### config.mk
export PLATFORM = sky130hd
export DESIGN_NAME = lcd_pattern_source_flat
export DESIGN_NICKNAME = d
export VERILOG_FILES = /design/src/rtl/lcd_pattern_source_if.sv /design/src/rtl/lcd_pattern_source.sv /design/src/flat_wrapper.sv
export SDC_FILE = /design/constraint.sdc
export NUM_CORES = 1
export LEC_CHECK = 0
export ABC_AREA = 1
export CAP_MARGIN = 10
export CORE_MARGIN = 2
export CORE_UTILIZATION = 35
export DETAILED_ROUTE_END_ITERATION = 6
export PLACE_DENSITY = 0.55
export SYNTH_ARGS = -nofsm -noshare
export SYNTH_HDL_FRONTEND = slang
export SYNTH_SLANG_ARGS = --single-unit
### constraint.sdc
create_clock -name i_clk -period 2.08 [get_ports i_clk]
set_input_delay 0.52 -clock i_clk [delete_from_list [all_inputs] [get_ports i_clk]]
set_output_delay 0.52 -clock i_clk [all_outputs]
set_load 0.01 [all_outputs]
### src/rtl/lcd_pattern_source_if.sv
// Byte stream from lcd_pattern_source to the 8080-bus writer: data, RS tag and
// valid/ready handshake.
interface lcd_pattern_source_if;
  logic [7:0] o_data;
  logic       o_rs;
  logic       o_valid;
  logic       i_ready;

  modport master (output o_data, output o_rs, output o_valid, input i_ready);
  modport slave  (input o_data, input o_rs, input o_valid, output i_ready);
endinterface

### src/rtl/lcd_pattern_source.sv
// Test-pattern byte source for the LCD write engine: one 0x2C command plus a full
// RGB565 frame per frame-mark edge. Optional overrun flag: LCD_PATTERN_SOURCE_OVERRUN_EN.
module lcd_pattern_source #(
  parameter int WIDTH  = 320,
  parameter int HEIGHT = 240
) (
  input  logic                  i_clk,
  input  logic                  i_reset_n,
  input  logic                  i_enable,
  input  logic                  i_lcd_fmark,
  input  logic [1:0]            i_pattern,
  lcd_pattern_source_if.master  bus,
  output logic                  o_busy,
  output logic [15:0]           o_frame_count,
  input  logic                  i_clear_overrun,
  output logic                  o_overrun
);

  typedef enum logic [1:0] {IDLE, CMD, PIX_HI, PIX_LO} state_t;

  localparam logic [8:0] X_LAST   = 9'(WIDTH - 1);
  localparam logic [7:0] Y_LAST   = 8'(HEIGHT - 1);
  localparam logic [8:0] BAR_LAST = 9'(WIDTH / 8 - 1);

  state_t      r_state, w_next;
  logic [2:0]  r_fm;
  logic [8:0]  r_x, r_bar_cnt;
  logic [7:0]  r_y;
  logic [2:0]  r_bar_idx;
  logic [1:0]  r_pattern;
  logic [15:0] r_frame_count;
  logic [15:0] w_pix;
  logic [7:0]  w_data;
  logic        w_rs, w_valid, w_edge, w_start, w_adv, w_done, w_last;

  function automatic logic [15:0] bar_color(input logic [2:0] idx);
    case (idx)
      3'd0:    return 16'hFFFF;
      3'd1:    return 16'hFFE0;
      3'd2:    return 16'h07FF;
      3'd3:    return 16'h07E0;
      3'd4:    return 16'hF81F;
      3'd5:    return 16'hF800;
      3'd6:    return 16'h001F;
      default: return 16'h0000;
    endcase
  endfunction

  // r_fm[1:0] is the 2-FF synchroniser, r_fm[2] the edge-detect delay
  always_ff @(posedge i_clk or negedge i_reset_n) begin
    if (!i_reset_n) r_fm <= 3'b000;
    else            r_fm <= {r_fm[1], r_fm[0], i_lcd_fmark};
  end

  assign w_edge = r_fm[1] & ~r_fm[2];
  assign w_last = (r_x == X_LAST) && (r_y == Y_LAST);

  always_ff @(posedge i_clk or negedge i_reset_n) begin
    if (!i_reset_n) r_state <= IDLE;
    else            r_state <= w_next;
  end

  // Outputs depend on state only; i_ready only steers the next state
  always_comb begin
    w_next  = r_state;
    w_valid = 1'b0;
    w_rs    = 1'b0;
    w_data  = 8'h00;
    w_start = 1'b0;
    w_adv   = 1'b0;
    w_done  = 1'b0;
    case (r_state)
      IDLE: begin
        if (w_edge && i_enable) begin
          w_start = 1'b1;
          w_next  = CMD;
        end
      end
      CMD: begin
        w_valid = 1'b1;
        w_data  = 8'h2C;
        if (bus.i_ready) w_next = PIX_HI;
      end
      PIX_HI: begin
        w_valid = 1'b1;
        w_rs    = 1'b1;
        w_data  = w_pix[15:8];
        if (bus.i_ready) w_next = PIX_LO;
      end
      PIX_LO: begin
        w_valid = 1'b1;
        w_rs    = 1'b1;
        w_data  = w_pix[7:0];
        if (bus.i_ready) begin
          if (w_last) begin
            w_done = 1'b1;
            w_next = IDLE;
          end else begin
            w_adv  = 1'b1;
            w_next = PIX_HI;
          end
        end
      end
      default: w_next = IDLE;
    endcase
  end

  // Frame count only moves at frame end, so it still holds the start-of-frame value here
  always_comb begin
    w_pix = 16'h0000;
    case (r_pattern)
      2'd0:    w_pix = bar_color(r_bar_idx);
      2'd1:    w_pix = (r_x[4] ^ r_y[4]) ? 16'hFFFF : 16'h0000;
      2'd2:    w_pix = {r_x[8:4], r_y[7:2], r_frame_count[4:0]};
      default: w_pix = 16'h0000;
    endcase
  end

  always_ff @(posedge i_clk or negedge i_reset_n) begin
    if (!i_reset_n) begin
      r_x           <= '0;
      r_y           <= '0;
      r_bar_cnt     <= '0;
      r_bar_idx     <= '0;
      r_pattern     <= '0;
      r_frame_count <= '0;
    end else begin
      if (w_start) begin
        r_x       <= '0;
        r_y       <= '0;
        r_bar_cnt <= '0;
        r_bar_idx <= '0;
        r_pattern <= i_pattern;
      end else if (w_adv) begin
        if (r_x == X_LAST) begin
          r_x       <= '0;
          r_y       <= r_y + 8'd1;
          r_bar_cnt <= '0;
          r_bar_idx <= '0;
        end else begin
          r_x <= r_x + 9'd1;
          if (r_bar_cnt == BAR_LAST) begin
            r_bar_cnt <= '0;
            r_bar_idx <= r_bar_idx + 3'd1;
          end else begin
            r_bar_cnt <= r_bar_cnt + 9'd1;
          end
        end
      end
      if (w_done) r_frame_count <= r_frame_count + 16'd1;
    end
  end

`ifdef LCD_PATTERN_SOURCE_OVERRUN_EN
  logic r_overrun;

  // Set has priority over a clear in the same cycle
  always_ff @(posedge i_clk or negedge i_reset_n) begin
    if (!i_reset_n)                          r_overrun <= 1'b0;
    else if (w_edge && o_busy && i_enable)   r_overrun <= 1'b1;
    else if (i_clear_overrun)                r_overrun <= 1'b0;
  end

  assign o_overrun = r_overrun;
`else
  logic w_unused_clear;
  assign w_unused_clear = i_clear_overrun;
  assign o_overrun      = 1'b0;
`endif

  assign o_busy        = (r_state != IDLE);
  assign o_frame_count = r_frame_count;
  assign bus.o_valid   = w_valid;
  assign bus.o_rs      = w_rs;
  assign bus.o_data    = w_data;

endmodule

### src/flat_wrapper.sv
// flat-port wrapper written by rule: the top's interface ports become plain ports
module lcd_pattern_source_flat 
#(
  parameter int WIDTH  = 320,
  parameter int HEIGHT = 240
)
  (i_clk, i_reset_n, i_enable, i_lcd_fmark, i_pattern, o_busy, o_frame_count, i_clear_overrun, o_overrun, bus_o_data, bus_o_rs, bus_o_valid, bus_i_ready);
  lcd_pattern_source_if bus_i ();
  input  logic i_clk;
  input  logic i_reset_n;
  input  logic i_enable;
  input  logic i_lcd_fmark;
  input  logic [1:0] i_pattern;
  output logic o_busy;
  output logic [15:0] o_frame_count;
  input  logic i_clear_overrun;
  output logic o_overrun;
  output wire logic [$bits(bus_i.o_data)-1:0] bus_o_data;
  output wire logic [$bits(bus_i.o_rs)-1:0] bus_o_rs;
  output wire logic [$bits(bus_i.o_valid)-1:0] bus_o_valid;
  input wire logic [$bits(bus_i.i_ready)-1:0] bus_i_ready;
  assign bus_o_data = bus_i.o_data;
  assign bus_o_rs = bus_i.o_rs;
  assign bus_o_valid = bus_i.o_valid;
  assign bus_i.i_ready = bus_i_ready;
  lcd_pattern_source #(.WIDTH(WIDTH), .HEIGHT(HEIGHT)) u_core (.i_clk(i_clk), .i_reset_n(i_reset_n), .i_enable(i_enable), .i_lcd_fmark(i_lcd_fmark), .i_pattern(i_pattern), .bus(bus_i), .o_busy(o_busy), .o_frame_count(o_frame_count), .i_clear_overrun(i_clear_overrun), .o_overrun(o_overrun));
endmodule
==> results of run 1 <==
-- where the power goes --
group	switching, mW	internal [mW]	leakage, nW
registers	0.150	1.14	0.670
logic	0.537	0.438	1.45
clock network	0.353	0.272	0.0445
total	1.04	1.85	2.16
-- flip-flops by register name, summed over array words and instances, names as in the netlist --
name and cells:
u_core.r_x 9, u_core.r_pattern 2, u_core.r_bar_idx 3, u_core.r_state 2, u_core.r_bar_cnt 9, u_core.r_y 8, u_core.o_frame_count 16, u_core.r_fm 3
-- worst reg2reg max path, delay by kind of cell, from the launching register on --
family	cells	cell delay, ps
AOI/OAI and AO/OA	1	140
DFF	1	390
buffers and inverters	2	310
and+or+nand+nor	6	610
adders and majority gates	1	240
-- metal layers --
layer / track usage, % / routed length (microns) / vias to the layer above
li1: - / - / 1701
met1: 22.2 / 4110 / 1520
met2: 31.3 / 4090 / 59
met3: 2.67 / 256 / 12
met4: 5.85 / 158 / 0
met5: 0 / 0 / -
-- cells in the final DEF, fill, tap and decap left out, drive strengths merged --
cell	synthesis	final
a21boi	1	1
a21oi	4	4
buf	9	47
clkbuf	4	7
clkdlybuf4s50	0	24
clkinv	2	2
clkinvlp	0	1
conb	1	1
dfrtp	52	52
dlygate4sd2	0	1
ha	9	9
inv	60	60
mux2i	1	1
nand2	184	184
nand3	39	39
nand3b	3	3
nand4	15	15
nor2	56	56
nor3	7	7
o211ai	9	9
o21ai	28	28
o21bai	2	2
o22ai	2	2
or2	1	1
xnor2	4	4
xor2	5	5
-- worst max-delay path by stage --
stage / from / endpoint / slack, ps / cells after the start
2_1_floorplan: u_core.r_bar_idx[0]$_DFFE_PN0P_ / bus_o_data[0] / 90 / 8
3_3_place_gp: u_core.r_bar_idx[0]$_DFFE_PN0P_ / bus_o_data[2] / -410 / 10
3_5_place_dp: u_core.r_bar_idx[0]$_DFFE_PN0P_ / bus_o_data[2] / -430 / 10
4_1_cts: u_core.r_bar_idx[0]$_DFFE_PN0P_ / bus_o_data[6] / -370 / 11
5_1_grt: u_core.r_bar_idx[0]$_DFFE_PN0P_ / bus_o_data[0] / -470 / 11
6_report: u_core.r_bar_idx[0]$_DFFE_PN0P_ / bus_o_data[6] / -330 / 11
-- logic make-up (layout without fill, tap and decap cells) --
family	Yosys count	count (layout)
and+or+nand+nor	305	305
buffers and inverters	75	142
DFF	52	52
AOI/OAI and AO/OA	46	46
adders and majority gates	9	9
xor gates and xnor gates	9	9
other	1	1
muxes	1	1
-- area by class of cell --
class	count	share of cell area (%)
clock buffers	7	2.02
clock inverters	1	0.175
inverters	62	5.46
multi-input cells	371	42.6
flip-flops and latches	52	30.4
well taps	129	3.77
repair buffers	72	15.5
-- repair_timing --
item / CTS / global route
pin swaps: 7 / 2
resized for setup: 47 / 10
setup endpoints to repair: 8 / 10
endpoints found under the hold margin: 0 / 0
buffers inserted: 3 / 0
==> impl_metrics.env, run 1 <==
export IMPL_wl_microns=8620
export IMPL_cts_buffer_count=5
export IMPL_start_util_pct=36.3
export IMPL_violations="setup timing"
export IMPL_timing_rr_start="u_core.r_x[0]$_DFFE_PN0P_"
export IMPL_run_status="finished, violations left"
export IMPL_io_buffer_count=33
export IMPL_skew_ps=14.8
export IMPL_hold_viol=0
export IMPL_postSynthCellCount=498
export IMPL_synth_compound_area_share_pct=8.08
export IMPL_synth_top_cells_by_area="sky130_fd_sc_hd__dfrtp_1 (38%), sky130_fd_sc_hd__nand2_1 (20%), sky130_fd_sc_hd__inv_1 (6.4%)"
export IMPL_drcViolationCount=0
export IMPL_drtPass1Iterations=4
export IMPL_power_per_cell_area_nw_per_um2=675
export IMPL_nets=581
export IMPL_synth_nets=515
export IMPL_most_frequent_cp_cell="sky130_fd_sc_hd__nand2_1"
export IMPL_track_usage_pct=17.7
export IMPL_layout_cells_non_filler=694
export IMPL_r2r_worst_path_cells=10
export IMPL_seq_area_frac_synth_pct=38.4
export IMPL_largest_area_contributor_in_the_netlist="sky130_fd_sc_hd__dfrtp_1"
export IMPL_cts_path_max_buffers=2
export IMPL_grt_remaining_overflow=0
export IMPL_netlist_area_sq_um=3390
export IMPL_timing_hold_ws_ps=177
export IMPL_ys_top_cells_by_count="sky130_fd_sc_hd__nand2_1 (179), sky130_fd_sc_hd__inv_1 (58), sky130_fd_sc_hd__nor2_1 (55)"
export IMPL_global_route_wire_length_before_repair_microns=14700
export IMPL_placedCellCount=683
export IMPL_die_width_microns=102
export IMPL_layout_cell_area_non_filler_sq_um=4280
export IMPL_layout_min_cycle_time_ps=2410
export IMPL_grt_antenna_before_repair=0
export IMPL_most_used_standard_cell_by_instance_count_after_synthesis="sky130_fd_sc_hd__nand2_1"
export IMPL_die_h_microns=102
export IMPL_clk_root_buffer_cell="sky130_fd_sc_hd__clkbuf_8"
export IMPL_floorplan_io_pins=36
export IMPL_layout_setup_ws_ps=-326
export IMPL_count_of_buffer_and_inverter_cells_on_the_critical_path=3
export IMPL_combinational_family_with_the_most_area_after_synthesis="simple AND/OR/NAND/NOR gates"
export IMPL_fraction_of_synthesis_flops_using_an_asynchronous_set_or_reset_pin_pct=100
export IMPL_fp_coreArea_sq_um=9330
export IMPL_hold_path_class="in -> async"
export IMPL_synth_ff_latch_count=52
export IMPL_timing_setup_tns_ps=-2330
export IMPL_path_cells="ha_2 -> ha_4 -> o21ai_2 -> nand2_1 -> o21ai_2 -> buf_6 -> buf_6 -> o211ai_1 -> nand2_1 -> nand2_1 -> buf_2"
export IMPL_first_global_vias=3219
export IMPL_setup_worst_path_class="reg -> out"
export IMPL_postLayoutCoreUtil_pct=45.9
export IMPL_critical_path_slowest_cell="sky130_fd_sc_hd__dfrtp_1"
export IMPL_fraction_of_layout_cells_with_a_size_suffix_above_1_pct=15.0
export IMPL_synth_mux_area_share_pct=0.295
export IMPL_synth_adder_area_share_pct=3.32
export IMPL_insertion_delay_to_the_later_sink_of_the_worst_skew_pair_ps=320
export IMPL_synthXorXnorAreaFrac_pct=2.33
export IMPL_crit_path_max_incr_delay_ps=420
export IMPL_worst_r2r_setup_slack_ps=280
export IMPL_cp_arrival_ps=1890
export IMPL_floorplan_die_area_sq_um=10500
export IMPL_vdd_drop_max_mv=0.492
export IMPL_maxClockFrequency_mhz=416
export IMPL_leakage_nw=2.16
export IMPL_unrepaired_setup_endpoints_after_global_routing="true"
export IMPL_crit_reg2reg_capture="u_core.r_bar_cnt[7]$_DFFE_PN0P_"
export IMPL_period_share_pct=116
export IMPL_synth_top_cell_area_share_pct=38.4
export IMPL_ys_types=36
export IMPL_wl_per_cell_microns=12.4
export IMPL_register_area_sq_um=1300
export IMPL_routabilityCongestion=0.877
export IMPL_clock_sink_count=52
export IMPL_cts_tree="built"
export IMPL_report_power_total_mw=2.89
export IMPL_max_cap_viol_count=0
export IMPL_synth_top_flop_cell="sky130_fd_sc_hd__dfrtp_1"
export IMPL_grt_start_max_net_pins=53
export IMPL_synth_edff_count=0
export IMPL_layout_area_overhead_vs_synth_pct=26.4
export IMPL_path_clk_slew_ps=100
export IMPL_insertedDiodeCount=0
export IMPL_critical_path_startpoint_type="flip-flop"
export IMPL_routed_via_count=3292
export IMPL_multi_input_comb_area_sq_um=1830
export IMPL_place_area_sq_um=4130
export IMPL_pre_cts_slack_ps=-429
export IMPL_end_kind="output pin"
export IMPL_crit_family="flip-flops"
export IMPL_setup_violations_final=8
export IMPL_synth_avg_cell_area_sq_um=6.81
export IMPL_num_fill_cells=973
export IMPL_yosys_warnings=0
export IMPL_crit_fanout=4
export IMPL_timing_max_transition_violations_final=0
export IMPL_detailedPlacementHpwl_microns=6460
export IMPL_drt_vias_per_instance=4.74
export IMPL_synth_simple_area_share_pct=38.2
export IMPL_holdBufCountCts=0
export IMPL_critPathRequiredTime_ps=1560
export IMPL_htree_levels=2
export IMPL_drt_antenna_violating_nets=0
export IMPL_std_cell_rows=35
export IMPL_detailedRoute_firstIterationViolations=97
(Power assumes the default switching activity.)
==> run 2: changes to the inputs <==
--- a/config.mk
+++ b/config.mk
@@ -7,10 +7,12 @@
 export LEC_CHECK = 0
 export ABC_AREA = 1
 export CAP_MARGIN = 10
+export CELL_PAD_IN_SITES_DETAIL_PLACEMENT = 0
+export CELL_PAD_IN_SITES_GLOBAL_PLACEMENT = 1
 export CORE_MARGIN = 2
-export CORE_UTILIZATION = 35
+export CORE_UTILIZATION = 37
 export DETAILED_ROUTE_END_ITERATION = 6
-export PLACE_DENSITY = 0.55
+export PLACE_DENSITY = 0.76
 export SYNTH_ARGS = -nofsm -noshare
 export SYNTH_HDL_FRONTEND = slang
 export SYNTH_SLANG_ARGS = --single-unit
==> run 2 against run 1 <==
Effect of this change: the flow still finishes with violations (setup timing); combinational power increased by 4%; flip-flop and latch count unchanged; count of clock-buffer cells in the layout is 2 lower; non-clock buffer count increased by 2; register-to-register slack about the same; sequential share of layout area is the same; total power rose by 1.4%; clock power barely moved; largest power group unchanged.
==> impl_metrics.env, run 2 (synthesis results as in run 1) <==
export IMPL_path_clk_slew_ps=110
export IMPL_vdd_drop_max_mv=0.301
export IMPL_wl_per_cell_microns=13.4
export IMPL_critical_path_startpoint_type="flip-flop"
export IMPL_count_of_buffer_and_inverter_cells_on_the_critical_path=2
export IMPL_cts_tree="built"
export IMPL_drcViolationCount=0
export IMPL_setup_violations_final=8
export IMPL_run_status="finished, violations left"
export IMPL_critPathRequiredTime_ps=1560
export IMPL_skew_ps=12.9
export IMPL_max_slew_margin_pct=60.8
export IMPL_violations="setup timing"
export IMPL_leakage_nw=2.17
export IMPL_grt_start_max_net_pins=31
export IMPL_flip_flop_count_of_the_largest_register_all_copies_and_words_added=16
export IMPL_layout_area_overhead_vs_synth_pct=26.4
export IMPL_max_cap_viol_count=0
export IMPL_power_per_cell_area_nw_per_um2=684
export IMPL_layout_min_cycle_time_ps=2450
export IMPL_maxClockFrequency_mhz=409
export IMPL_cts_buffer_count=5
export IMPL_crit_fanout=6
export IMPL_timing_max_transition_violations_final=0
export IMPL_wl_microns=9070
export IMPL_global_route_wire_length_before_repair_microns=15200
export IMPL_top_library_cells_by_usage_in_the_layout_fill_and_taps_aside="sky130_fd_sc_hd__nand2_1 (177), sky130_fd_sc_hd__inv_1 (57), sky130_fd_sc_hd__nor2_1 (55), sky130_fd_sc_hd__dfrtp_1 (51), sky130_fd_sc_hd__buf_4 (37)"
export IMPL_drt_vias_per_instance=4.94
export IMPL_grt_antenna_before_repair=0
export IMPL_unrepaired_setup_endpoints_after_global_routing="true"
export IMPL_fraction_of_layout_cells_with_a_size_suffix_above_1_pct=16.4
export IMPL_insertedDiodeCount=0
export IMPL_critical_path_slowest_cell="sky130_fd_sc_hd__dfrtp_1"
export IMPL_end_kind="output pin"
export IMPL_die_width_microns=99.7
export IMPL_insertion_delay_to_the_later_sink_of_the_worst_skew_pair_ps=320
export IMPL_htree_levels=2
export IMPL_nets=583
export IMPL_floorplan_die_area_sq_um=9940
export IMPL_drtPass1Iterations=4
export IMPL_mostFrequentLayoutCell="sky130_fd_sc_hd__nand2_1"
export IMPL_layout_setup_ws_ps=-366
export IMPL_start_util_pct=38.5
export IMPL_floorplan_io_pins=36
export IMPL_detailedRoute_firstIterationViolations=137
export IMPL_routed_via_count=3333
export IMPL_hold_viol=0
export IMPL_fp_coreArea_sq_um=8810
export IMPL_grt_remaining_overflow=0
export IMPL_setup_worst_path_class="reg -> out"
export IMPL_place_area_sq_um=4090
export IMPL_cp_arrival_ps=1930
export IMPL_most_frequent_cp_cell="sky130_fd_sc_hd__nand2_1"
export IMPL_crit_path_max_incr_delay_ps=420
export IMPL_timing_setup_tns_ps=-2460
export IMPL_first_global_vias=3112
export IMPL_track_usage_pct=19.0
export IMPL_die_h_microns=99.7
export IMPL_cts_path_max_buffers=2
export IMPL_timing_worst_slew_pin_value_ps=588
export IMPL_std_cell_rows=34
export IMPL_period_share_pct=118
export IMPL_io_buffer_count=33
export IMPL_hold_path_class="in -> async"
export IMPL_num_fill_cells=882
export IMPL_crit_family="flip-flops"
export IMPL_clock_sink_count=52
export IMPL_drt_antenna_violating_nets=0
export IMPL_routabilityCongestion=0.850
export IMPL_layout_cell_area_non_filler_sq_um=4280
export IMPL_detailedPlacementHpwl_microns=6730
export IMPL_clk_root_buffer_cell="sky130_fd_sc_hd__clkbuf_8"
export IMPL_path_cells="ha_2 -> ha_4 -> o21ai_2 -> nand2_1 -> o21ai_1 -> buf_4 -> o211ai_1 -> nand2_1 -> nand2_1 -> buf_2"
-- run 2: changes by cell type in the layout (fill, tap and decap cells not counted), moves of 2 or more --
cell and delta:
sky130_fd_sc_hd__ha_4 +2, sky130_fd_sc_hd__nand3_2 +2, sky130_fd_sc_hd__buf_12 -2, sky130_fd_sc_hd__nand3_1 -2, sky130_fd_sc_hd__buf_4 +7
-- run 2: cell type report --
class	instances	area (sq um)	area share, %
inverter	62	236	5.52
multi-input combinational	371	1860	43.5
sequential	52	1300	30.4
tap	108	135	3.15
clock inverter	3	23.8	0.555
clock buffer	5	68.8	1.61
timing repair buffer	74	656	15.3
-- run 2: path summary, 6_finish.rpt --
path	startpoint	end	slack, ps	depth (start not counted)
max	u_core.r_bar_idx[0]$_DFFE_PN0P_	bus_o_data[6]	-370	10
min	i_reset_n	u_core.r_fm[0]$_DFF_PN0_	180	1
max reg2reg	u_core.r_x[0]$_DFFE_PN0P_	u_core.r_x[6]$_DFFE_PN0P_	270	10
min reg2reg	u_core.r_fm[0]$_DFF_PN0_	u_core.r_fm[1]$_DFF_PN0_	360	0
max in group asynchronous	i_reset_n	u_core.r_pattern[1]$_DFFE_PN0P_	1310	2
min in group i_clk	u_core.r_fm[0]$_DFF_PN0_	u_core.r_fm[1]$_DFF_PN0_	360	0
-- run 2: timing repair --
item | in CTS | in global routing
hold buffers | 0 | 0
pin swaps | 11 | 12
endpoints found under the setup margin | 8 | 10
resized for setup | 50 | 15
buffers inserted | 2 | 1
-- run 2: stage by stage --
stage | std cells | setup slack (ps) | util (%) | power (mW) | hold slack [ps]
floorplan | 498 | 94.0 | - | 1.86 | 224
finish | 675 | -366 | 48.7 | 2.93 | 183
detailed placement | 664 | -440 | 46.5 | 2.29 | 336
global placement | 664 | -400 | 46.5 | 2.28 | 336
CTS | 674 | -287 | 47.8 | 2.92 | 204
global route | 675 | -476 | 48.7 | 3.14 | 216
-- run 2: worst reg2reg max path, stage by stage, from the launching register on --
cell and delay [ps]:
sky130_fd_sc_hd__dfrtp_1 410, sky130_fd_sc_hd__ha_1 250, sky130_fd_sc_hd__nand3_2 130, sky130_fd_sc_hd__nor2_2 140
sky130_fd_sc_hd__nand2_2 110, sky130_fd_sc_hd__o21bai_2 140, sky130_fd_sc_hd__nand2_2 110, sky130_fd_sc_hd__buf_12 150
sky130_fd_sc_hd__inv_2 170, sky130_fd_sc_hd__nand2_1 80, sky130_fd_sc_hd__nand2_1 60
-- run 2: per-layer routing --
layer | wire length, microns | up-vias | global-route usage, %
li1 | - | 1712 | -
met1 | 4330 | 1565 | 25.6
met2 | 4410 | 47 | 32.5
met3 | 237 | 9 | 2.74
met4 | 89 | 0 | 4.11
met5 | 0 | - | 0
-- run 2: power by group --
| part | leakage [nW] | total (mW) | switching, mW | internal (mW) |
|---|---|---|---|---|
| logic | 1.46 | 1.01 | 0.554 | 0.460 |
| clock network | 0.0404 | 0.622 | 0.383 | 0.240 |
| registers | 0.670 | 1.29 | 0.153 | 1.14 |
